<file path="config.mk">
export PLATFORM = sky130hd
export DESIGN_NAME = darkbus_ifetch_flat
export DESIGN_NICKNAME = d
export VERILOG_FILES = /design/src/rtl/darkbus_pkg.sv /design/src/rtl/darkbus_if.sv /design/src/rtl/darkbus_ifetch_fifo.sv /design/src/rtl/darkbus_ifetch.sv /design/src/flat_wrapper.sv
export SDC_FILE = /design/constraint.sdc
export NUM_CORES = 1
export LEC_CHECK = 0
export ABC_CLOCK_PERIOD_IN_PS = 7000
export CORE_ASPECT_RATIO = 0.6
export CORE_MARGIN = 10
export CORE_UTILIZATION = 57
export CTS_BUF_LIST = sky130_fd_sc_hd__clkbuf_8
export DETAILED_ROUTE_END_ITERATION = 6
export GPL_TIMING_DRIVEN = 0
export PLACE_DENSITY = 0.93
export SETUP_SLACK_MARGIN = 0.5
export SKIP_CTS_REPAIR_TIMING = 1
export SLEW_MARGIN = 0
export SYNTH_ARGS = -nofsm -noshare
export SYNTH_HDL_FRONTEND = slang
export SYNTH_SLANG_ARGS = --single-unit
</file>
<file path="constraint.sdc">
create_clock -name XCLK -period 7 [get_ports XCLK]
set_input_delay 1.4 -clock XCLK [delete_from_list [all_inputs] [get_ports XCLK]]
set_output_delay 1.4 -clock XCLK [all_outputs]
set_load 0.02 [all_outputs]
</file>
<file path="src/rtl/darkbus_pkg.sv">
// darkbus_pkg: shared types and constants for the darkbus instruction fetcher
package darkbus_pkg;
  localparam logic [31:0] NOP_INSN = 32'h0000_0013;
  typedef enum logic [1:0] {BOOT, RUN, DRAIN} ifetch_state_t;
  typedef struct packed {
    logic [31:0] data;
    logic [31:0] pc;
  } ifetch_entry_t;
endpackage

</file>
<file path="src/rtl/darkbus_if.sv">
// darkbus: single-cycle read bus; prod is the initiator, cons the responder
interface darkbus;
  logic [31:0] addr;
  logic        en;
  logic        rw;
  logic [31:0] data;
  logic        valid;
  modport prod(output addr, en, rw, input data, valid);
  modport cons(input addr, en, rw, output data, valid);
endinterface

</file>
<file path="src/rtl/darkbus_ifetch_fifo.sv">
// darkbus_ifetch_fifo: prefetch FIFO of fetched words with flush
module darkbus_ifetch_fifo
  import darkbus_pkg::*;
#(
  parameter int DEPTH = 4,
  localparam int AW = $clog2(DEPTH)
) (
  input  logic          clk,
  input  logic          rst,
  input  logic          i_push,
  input  logic          i_pop,
  input  logic          i_flush,
  input  ifetch_entry_t i_din,
  output ifetch_entry_t o_dout,
  output logic [AW:0]   o_count,
  output logic          o_full,
  output logic          o_empty
);
  ifetch_entry_t r_mem [DEPTH];
  logic [AW-1:0] r_rd, r_wr;
  logic [AW:0]   r_cnt;
  logic          w_push, w_pop;
  assign o_count = r_cnt;
  assign o_full  = r_cnt == (AW+1)'(DEPTH);
  assign o_empty = r_cnt == '0;
  assign o_dout  = r_mem[r_rd];
  assign w_push  = i_push && !o_full;
  assign w_pop   = i_pop && !o_empty;
  always_ff @(posedge clk or posedge rst)
    if (rst) begin
      r_rd  <= '0;
      r_wr  <= '0;
      r_cnt <= '0;
    end else if (i_flush) begin
      r_rd  <= '0;
      r_wr  <= '0;
      r_cnt <= '0;
    end else begin
      r_rd  <= r_rd + AW'(w_pop);
      r_wr  <= r_wr + AW'(w_push);
      r_cnt <= r_cnt + (AW+1)'(w_push) - (AW+1)'(w_pop);
    end
  always_ff @(posedge clk)
    if (w_push && !i_flush) r_mem[r_wr] <= i_din;
endmodule

</file>
<file path="src/rtl/darkbus_ifetch.sv">
// darkbus_ifetch: sequential instruction fetch over darkbus with prefetch FIFO and redirect flush.
// Define DARKBUS_IFETCH_BYPASS_EN to forward a response straight to decode when the FIFO is empty.
module darkbus_ifetch
  import darkbus_pkg::*;
#(
  parameter logic [31:0] RESET_PC   = 32'h0000_0000,
  parameter int          FIFO_DEPTH = 4
) (
  input  logic        XCLK,
  input  logic        XRES,
  darkbus.prod        BUS,
  input  logic        redir_valid,
  input  logic [31:0] redir_pc,
  output logic        inst_valid,
  input  logic        inst_ready,
  output logic [31:0] inst_data,
  output logic [31:0] inst_pc
);
  localparam int AW = $clog2(FIFO_DEPTH);
  localparam ifetch_entry_t IDLE_ENTRY = '{data: NOP_INSN, pc: RESET_PC};
  ifetch_state_t r_state, w_state_nx;
  logic [31:0]   r_fetch_pc, w_fetch_pc_nx;
  logic          r_out, w_out_nx;
  logic          w_credit, w_issue, w_accept, w_byp, w_push, w_pop, w_full, w_empty;
  logic [AW:0]   w_count;
  ifetch_entry_t w_rsp, w_head, w_inst;
  always_ff @(posedge XCLK or posedge XRES)
    if (XRES) begin
      r_state    <= BOOT;
      r_fetch_pc <= RESET_PC;
      r_out      <= 1'b0;
    end else begin
      r_state    <= w_state_nx;
      r_fetch_pc <= w_fetch_pc_nx;
      r_out      <= w_out_nx;
    end
  // A response always belongs to the request issued last cycle, whose pc is fetch_pc-4
  always_comb begin
    w_credit      = (w_count + (AW+1)'(r_out)) < (AW+1)'(FIFO_DEPTH);
    w_issue       = r_state == RUN && !redir_valid && w_credit;
    w_accept      = r_state == RUN && r_out && BUS.valid && !redir_valid;
    w_state_nx    = r_state == BOOT ? RUN :
                    r_state == RUN  ? (redir_valid && r_out ? DRAIN : RUN) :
                    (r_out && !BUS.valid ? DRAIN : RUN);
    w_fetch_pc_nx = redir_valid ? redir_pc & ~32'd3 : w_issue ? r_fetch_pc + 32'd4 : r_fetch_pc;
    w_out_nx      = w_issue || (r_out && !BUS.valid);
    w_rsp.data    = BUS.data;
    w_rsp.pc      = r_fetch_pc - 32'd4;
`ifdef DARKBUS_IFETCH_BYPASS_EN
    w_byp         = w_accept && w_empty;
`else
    w_byp         = 1'b0;
`endif
    w_push        = w_accept && !w_full && !(w_byp && inst_ready);
    w_pop         = !w_empty && inst_ready;
    w_inst        = w_byp ? w_rsp : w_empty ? IDLE_ENTRY : w_head;
  end
  darkbus_ifetch_fifo #(.DEPTH(FIFO_DEPTH)) u_fifo (
    .clk    (XCLK),
    .rst    (XRES),
    .i_push (w_push),
    .i_pop  (w_pop),
    .i_flush(redir_valid),
    .i_din  (w_rsp),
    .o_dout (w_head),
    .o_count(w_count),
    .o_full (w_full),
    .o_empty(w_empty)
  );
  assign BUS.en     = w_issue;
  assign BUS.addr   = r_fetch_pc;
  assign BUS.rw     = 1'b0;
  assign inst_valid = !w_empty || w_byp;
  assign inst_data  = w_inst.data;
  assign inst_pc    = w_inst.pc;
endmodule
</file>
<file path="src/flat_wrapper.sv">
// flat-port wrapper written by rule: the top's interface ports become plain ports
module darkbus_ifetch_flat import darkbus_pkg::*;
#(
  parameter logic [31:0] RESET_PC   = 32'h0000_0000,
  parameter int          FIFO_DEPTH = 4
)
  (XCLK, XRES, redir_valid, redir_pc, inst_valid, inst_ready, inst_data, inst_pc, BUS_addr, BUS_en, BUS_rw, BUS_data, BUS_valid);
  darkbus BUS_i ();
  input  logic XCLK;
  input  logic XRES;
  input  logic redir_valid;
  input  logic [31:0] redir_pc;
  output logic inst_valid;
  input  logic inst_ready;
  output logic [31:0] inst_data;
  output logic [31:0] inst_pc;
  output wire logic [$bits(BUS_i.addr)-1:0] BUS_addr;
  output wire logic [$bits(BUS_i.en)-1:0] BUS_en;
  output wire logic [$bits(BUS_i.rw)-1:0] BUS_rw;
  input wire logic [$bits(BUS_i.data)-1:0] BUS_data;
  input wire logic [$bits(BUS_i.valid)-1:0] BUS_valid;
  assign BUS_addr = BUS_i.addr;
  assign BUS_en = BUS_i.en;
  assign BUS_rw = BUS_i.rw;
  assign BUS_i.data = BUS_data;
  assign BUS_i.valid = BUS_valid;
  darkbus_ifetch #(.RESET_PC(RESET_PC), .FIFO_DEPTH(FIFO_DEPTH)) u_core (.XCLK(XCLK), .XRES(XRES), .BUS(BUS_i), .redir_valid(redir_valid), .redir_pc(redir_pc), .inst_valid(inst_valid), .inst_ready(inst_ready), .inst_data(inst_data), .inst_pc(inst_pc));
endmodule
</file>
* Yosys cells after proc, flatten, opt, wreduce, memory -nomap -nowiden
Memories as Yosys holds them, arrays and structs flattened.
Index checks and enable logic that the tools add are counted.
** Cells by class
- $lt $le $gt $ge :: 1
- Add/subtract/negate cells :: 7
- Muxes and demuxes :: 12
- Reductions and logical operators :: 20
- Equal/unequal tests :: 2
** Operator list (number)
- 32-bit two-way mux :: 2
- 64-bit two-way mux :: 1
- 32-bit by 3-bit adder with 32-bit output, second input constant :: 1
- 32-bit by 3-bit subtractor with 32-bit output, second input constant :: 1
- 1-bit logical AND :: 12
- 2-bit two-way mux :: 6
- 3-bit by 1-bit adder with 3-bit output :: 2
- 2-bit by 1-bit adder with 2-bit output :: 2
- 1-bit logical NOT :: 4
- 3-bit equality test, second input constant :: 1
- 3-bit logical NOT :: 1
- 3-bit < comparator, second input constant :: 1
- 3-bit two-way mux :: 1
- 3-bit by 1-bit subtractor with 3-bit output :: 1
- 2-bit by 1-bit equality test with 1-bit output, second input constant :: 1
- 2-bit logical NOT :: 1
- 1-bit two-way mux :: 2
- 2-bit nonzero test :: 1
- 1-bit logical OR :: 1
** Storage, ports and cells
- RAM bits :: 256
- Memories :: 1
- Logic and storage cells :: 49
- Register bits after elaboration :: 42
- Input port bits :: 69
- Output and inout bits :: 99
** Memory list
- u_core.u_fifo.r_mem :: words 4, width 64, rd ports 1, clocked after Yosys merged registers in 0, write ports 1, line darkbus_ifetch_fifo.sv:19 : ifetch_entry_t r_mem [DEPTH];

* Logic depth before layout (Yosys ltp)
- Depth in word-level cells :: 9
- Mapped depth :: 13
- Gate-level depth less buffers :: 12

* By module
From an unflattened synthesis, not the netlist that was laid out.
** Unflattened totals
- Cells, all modules :: 782
- Area total of the unflattened synthesis :: 12937.4 um^2
** Modules (own cells, without submodules)
- darkbus_ifetch_fifo :: area an instance 9718.1 um^2, instances 1, cells each 371, seq. area each 7862.5 um^2
- darkbus_ifetch :: area an instance 3219.3 um^2, instances 1, cells each 411, seq. area each 825.8 um^2

* Worst setup path before layout
No wires, ideal clock.
- Kind :: input port to flip-flop
- Start point :: in redir_valid
- End point :: mem u_core.u_fifo.r_mem[1][10] in the netlist's numbering, enable pin
- Arrival time :: 6.793 ns
- Slack :: -0.364 ns
- Data required time :: 6.429 ns
- Cell stages on the path :: 6
- Setup time :: 0.571 ns
- Buffers on the path :: 1
- Cell sequence :: or3b_1 clkbuf_1 a21oi_1 and3_1 inv_1 nor3b_1
** On the way
- Longest elaborated chain between the ends :: 7
** Ends and longest elaborated chain
- start, declared :: line flat_wrapper.sv:11 : input logic redir_valid;
- 1-bit logical NOT (*) :: line darkbus_ifetch_fifo.sv:44, darkbus_ifetch.sv:41
- 1-bit logical AND :: line darkbus_ifetch.sv:41 : w_accept = r_state == RUN && r_out && BUS.valid && !redir_valid;
- 1-bit logical AND :: line darkbus_ifetch.sv:54 : w_push = w_accept && !w_full && !(w_byp && inst_ready);
- 1-bit logical AND :: line darkbus_ifetch_fifo.sv:27 : assign w_push = i_push && !o_full;
- 1-bit logical AND (*) :: line darkbus_ifetch_fifo.sv:44 : if (w_push && !i_flush) r_mem[r_wr] <= i_din;
- 1-bit two-way mux (*) :: line darkbus_ifetch_fifo.sv:44
- 1-bit two-way mux (not written as such) (*) :: line darkbus_ifetch_fifo.sv:44
- end, declared :: line darkbus_ifetch_fifo.sv:19
Every way passes the cells marked *; elsewhere a longest branch is shown, timed or not.

* Worst setup path in the final report
- Start point :: in redir_valid
- End point :: out BUS_en
** On the way
- Longest elaborated chain between the ends :: 3
** Ends and longest elaborated chain
- 1-bit logical NOT :: line darkbus_ifetch.sv:40 : w_issue = r_state == RUN && !redir_valid && w_credit;
- 1-bit logical AND (2 in a row) :: line darkbus_ifetch.sv:40
- end, declared :: line flat_wrapper.sv:18 : output wire logic [$bits(BUS_i.en)-1:0] BUS_en;
Every way passes these cells.

==> metrics list <==
* Run status: completed
* Final Max Tran Viols: 0
- The detail route stage leaves a number of antenna-violating nets equal to 0.
* Share of layout cells above drive strength 1: between 10% and 20%
- The floorplan has between 40 and 50 rows.
* Register Area: between 8000 and 9000 um2
- Setup violations remaining at the end of the flow were counted as 0.
* Top cells by area in the synthesized netlist: sky130_fd_sc_hd__edfxtp_1 (59%), sky130_fd_sc_hd__mux4_2 (11%), sky130_fd_sc_hd__dfrtp_1 (8.0%)
* Detailed-route vias per instance: just over 6
* Post-synthesis sequential area ratio: 67.4%
- Worst slew pin tran: roughly 1000 ps
- The detailed router placed just under 8,000 vias in this run.
* Initial DRC Count: 778
- Required @ worst endpoint: between 5000 and 6000 ps
- Final routed wirelength across all metal layers: approximately 30,000 um
- Dividing the detail-routed wire length by the instance count gives about 23 um.
- H-tree levels: 2
- VDD IR max: between 0.2 and 0.3 mV
- Relative to the synthesized area, the layout overhead comes to 24.3%.
* First-pass iteration count of the detailed router: 5
- Die ar.: 28,500 um2
- Final Instance Count excl. Fillers: 1,299
- Ranked by instance count, the synthesized netlist is headed by sky130_fd_sc_hd__edfxtp_1 (248), sky130_fd_sc_hd__nor2b_1 (67), sky130_fd_sc_hd__mux4_2 (62).
- Clock Sink Count: 288
* Final net count: 1,062
* Top achievable clock speed: 184 MHz
- Summing every instance area after synthesis gives about 13,000 um2.
- The clock arrives with 33.0 ps of skew.
- Effective utilization at floorplan: approximately three fifths
- Static Leakage: about 5.3 nW
- Detailed placement ended at an HPWL of about 22,000 um.
* Main synth FF type: sky130_fd_sc_hd__edfxtp_1
- Data arrives at the worst endpoint at 4040 ps.
* Time the worst path needs with I/O delays and setup: 5440 ps
* Unique cell type count in the Yosys netlist: 57
- TritonCTS built the clock tree.
* Number of antenna violations at the first check in global routing: 0
* I/O Buffers: 160
- Fraction of registers with async set/reset: 13.9%
* Die width: about 210 um
- The worst setup path is launched from a primary input.
- Number of failing hold endpoints at the final stage: 0
- After global routing the overflow that remains totals 0.
- Setup repair after global routing missed its margin: no
* Global-route usage over all layers: about a fifth
* Footprint of the multi-input gates: around 3800 um2
* Weighted congestion at the end of routability-driven global placement: slightly below 1
- Averaged over all synthesized cells, the footprint is about 16 um2.
* Minimum setup slack after placement: ~1700 ps
- CTS Root Cell: sky130_fd_sc_hd__clkbuf_8
* Number of flip-flops and latches in the synthesized netlist: roughly 290
- Total CTS buffers: 42
- After detailed placement, the design holds a cell count of 1,221.
- The biggest area contributor in the post-synthesis netlist is sky130_fd_sc_hd__edfxtp_1.
- Entering global routing, the biggest net connects between 40 and 50 pins.
* Worst slew margin relative to its limit: between 30% and 40%
* Vias in the first global route: 8,094
* Insertion delay of the later-clocked pin in the worst-skew pair: approximately 550 ps
* Number of synthesized flops with an enable pin: about 250
- The final critical path takes up between 70% and 80% of the cycle.
* Antenna Diode Count: 0
* Min-Delay Path Class: flop to flop
- The worst setup path is of the primary input to output pin kind.
* First-pass GRT wire length: 47,000 um
* I/O pins: ~170
- Max Cap Violations: 0
- Chip height: between 100 and 150 um
- Fill cells in the final layout number around 1,300.
- Clock slew seen by the registers of the worst setup and hold paths: ~70 ps
* Kind of end point of the critical path: output pin
* Critical Path Fanout Max: 10
* Most instantiated library cell after synthesis: sky130_fd_sc_hd__edfxtp_1
- Power per unit of standard cell area: between 300 and 400 nW/um2
* Minimum setup slack in the final design: ~1600 ps
- Synthesis produced a netlist whose cell count is 765.
- Count of yosys warnings during synthesis: 0
* Core region area: ~21,000 um2
- Clock buffer depth: 3
- Share of Yosys cell area claimed by the top area cell type: between 50% and 60%
- Number of remaining DRC errors: 0
[per-stage QoR]
stage               utilization (%)  power (W)  area (um2)  TNS [ps]  hold WS, ps
finish                         73.2    0.00546       15600         0          617
global route                   73.2    0.00572       15600         0          643
global placement               68.2    0.00417       14500    -63250          561
CTS                            73.2    0.00550       15600         0          609
floorplan                         -    0.00333       12600         0          536
detailed placement             69.5    0.00424       14800         0          596
[routing by layer]
metal,wire length [um],up-vias,track usage [%]
li1,-,3435,-
met1,12300,3963,28.9
met2,14500,425,33.6
met3,3140,56,6.12
met4,562,0,5.01
met5,0,-,0
[cells in the final DEF, fill, tap and decap left out, types with 4 or more instances in the layout]
master	Yosys	final
sky130_fd_sc_hd__edfxtp_1	248	248
sky130_fd_sc_hd__clkdlybuf4s50_1	0	160
sky130_fd_sc_hd__nor2b_1	67	67
sky130_fd_sc_hd__mux4_2	62	62
sky130_fd_sc_hd__clkbuf_8	0	45
sky130_fd_sc_hd__dfrtp_1	40	40
sky130_fd_sc_hd__inv_1	21	39
sky130_fd_sc_hd__nand2_1	36	36
sky130_fd_sc_hd__clkbuf_1	30	30
sky130_fd_sc_hd__xor2_1	18	18
sky130_fd_sc_hd__buf_2	17	17
sky130_fd_sc_hd__nand3_1	16	16
sky130_fd_sc_hd__nor3_1	18	16
sky130_fd_sc_hd__mux2i_1	15	15
sky130_fd_sc_hd__nor2_1	15	15
sky130_fd_sc_hd__xnor2_1	13	13
sky130_fd_sc_hd__nor4_1	12	12
sky130_fd_sc_hd__or4_1	11	11
sky130_fd_sc_hd__nand4_1	8	8
sky130_fd_sc_hd__o211ai_1	8	8
sky130_fd_sc_hd__clkinv_1	0	8
sky130_fd_sc_hd__buf_4	7	7
sky130_fd_sc_hd__o311ai_0	7	7
sky130_fd_sc_hd__a221o_1	7	7
sky130_fd_sc_hd__and2_1	6	6
sky130_fd_sc_hd__ha_1	6	6
sky130_fd_sc_hd__or3_1	5	5
sky130_fd_sc_hd__o21ai_0	5	5
sky130_fd_sc_hd__conb_1	1	5
sky130_fd_sc_hd__buf_8	0	5
sky130_fd_sc_hd__buf_16	0	5
sky130_fd_sc_hd__buf_6	2	4
sky130_fd_sc_hd__and4_1	4	4
sky130_fd_sc_hd__and3_1	5	4
sky130_fd_sc_hd__o41ai_1	4	4
sky130_fd_sc_hd__or2_2	4	4
sky130_fd_sc_hd__clkinv_2	0	4
[critical path, cell delays in order]
cell	delay, ps
sky130_fd_sc_hd__clkdlybuf4s50_1	470
sky130_fd_sc_hd__or3b_1	360
sky130_fd_sc_hd__clkbuf_1	220
sky130_fd_sc_hd__a21o_1	270
sky130_fd_sc_hd__inv_1	250
sky130_fd_sc_hd__buf_2	380
sky130_fd_sc_hd__clkdlybuf4s50_1	680
[sequential cells by signal, summed over array words and instances (netlist names)]
register	cells
u_core.r_state	2
u_core.r_out	1
u_core.u_fifo.o_count	3
u_core.u_fifo.r_mem	248
u_core.u_fifo.r_rd	2
u_core.u_fifo.r_wr	2
u_core.BUS.addr	30
[area by class of cell]
class	instances	area share, %
tap	279	2.24
sequential	288	54.2
inverter	21	0.506
clock buffer	45	3.98
clock inverter	33	1.03
buffer	59	1.82
multi-input combinational	401	24.3
timing repair buffer	173	11.9
[power by group]
part | switching, W | leakage (nW) | internal, W | total, W
registers | 0.0000915 | 2.72 | 0.00203 | 0.00212
logic | 0.00115 | 2.09 | 0.000936 | 0.00209
clock network | 0.000623 | 0.471 | 0.000632 | 0.00125
[cell families (layout without fill, tap and decap cells)]
logic type	count (synthesis)	count (layout)	synth area share (%)
AO/OA/AOI/OAI	53	53	3.41
buffers and inverters	80	331	2.90
AND/OR/NAND/NOR	226	226	10.8
flip-flops	288	288	67.4
multiplexers	79	79	12.5
XOR/XNOR	31	31	2.17
other	1	5	0.0299
adder cells (fa/ha/maj)	7	7	0.759
[path summary, 6_finish.rpt]
path | depth (start not counted) | from | endpoint | slack, ps
max | 7 | redir_valid | BUS_en | 1560
min | 2 | u_core.u_fifo.r_rd[0]$_DFF_PP0_ | u_core.u_fifo.r_rd[0]$_DFF_PP0_ | 620
max reg2reg | 9 | u_core.r_state[1]$_DFF_PP0_ | u_core.u_fifo.r_mem[2][61]$_DFFE_PP_ | 3710
min reg2reg | 2 | u_core.u_fifo.r_rd[0]$_DFF_PP0_ | u_core.u_fifo.r_rd[0]$_DFF_PP0_ | 620
max in group asynchronous | 2 | XRES | u_core.BUS.addr[15]$_DFFE_PP0N_ | 5060
min in group asynchronous | 2 | XRES | u_core.BUS.addr[30]$_DFFE_PP0N_ | 1360
Power figures use the tool's default switching activity.
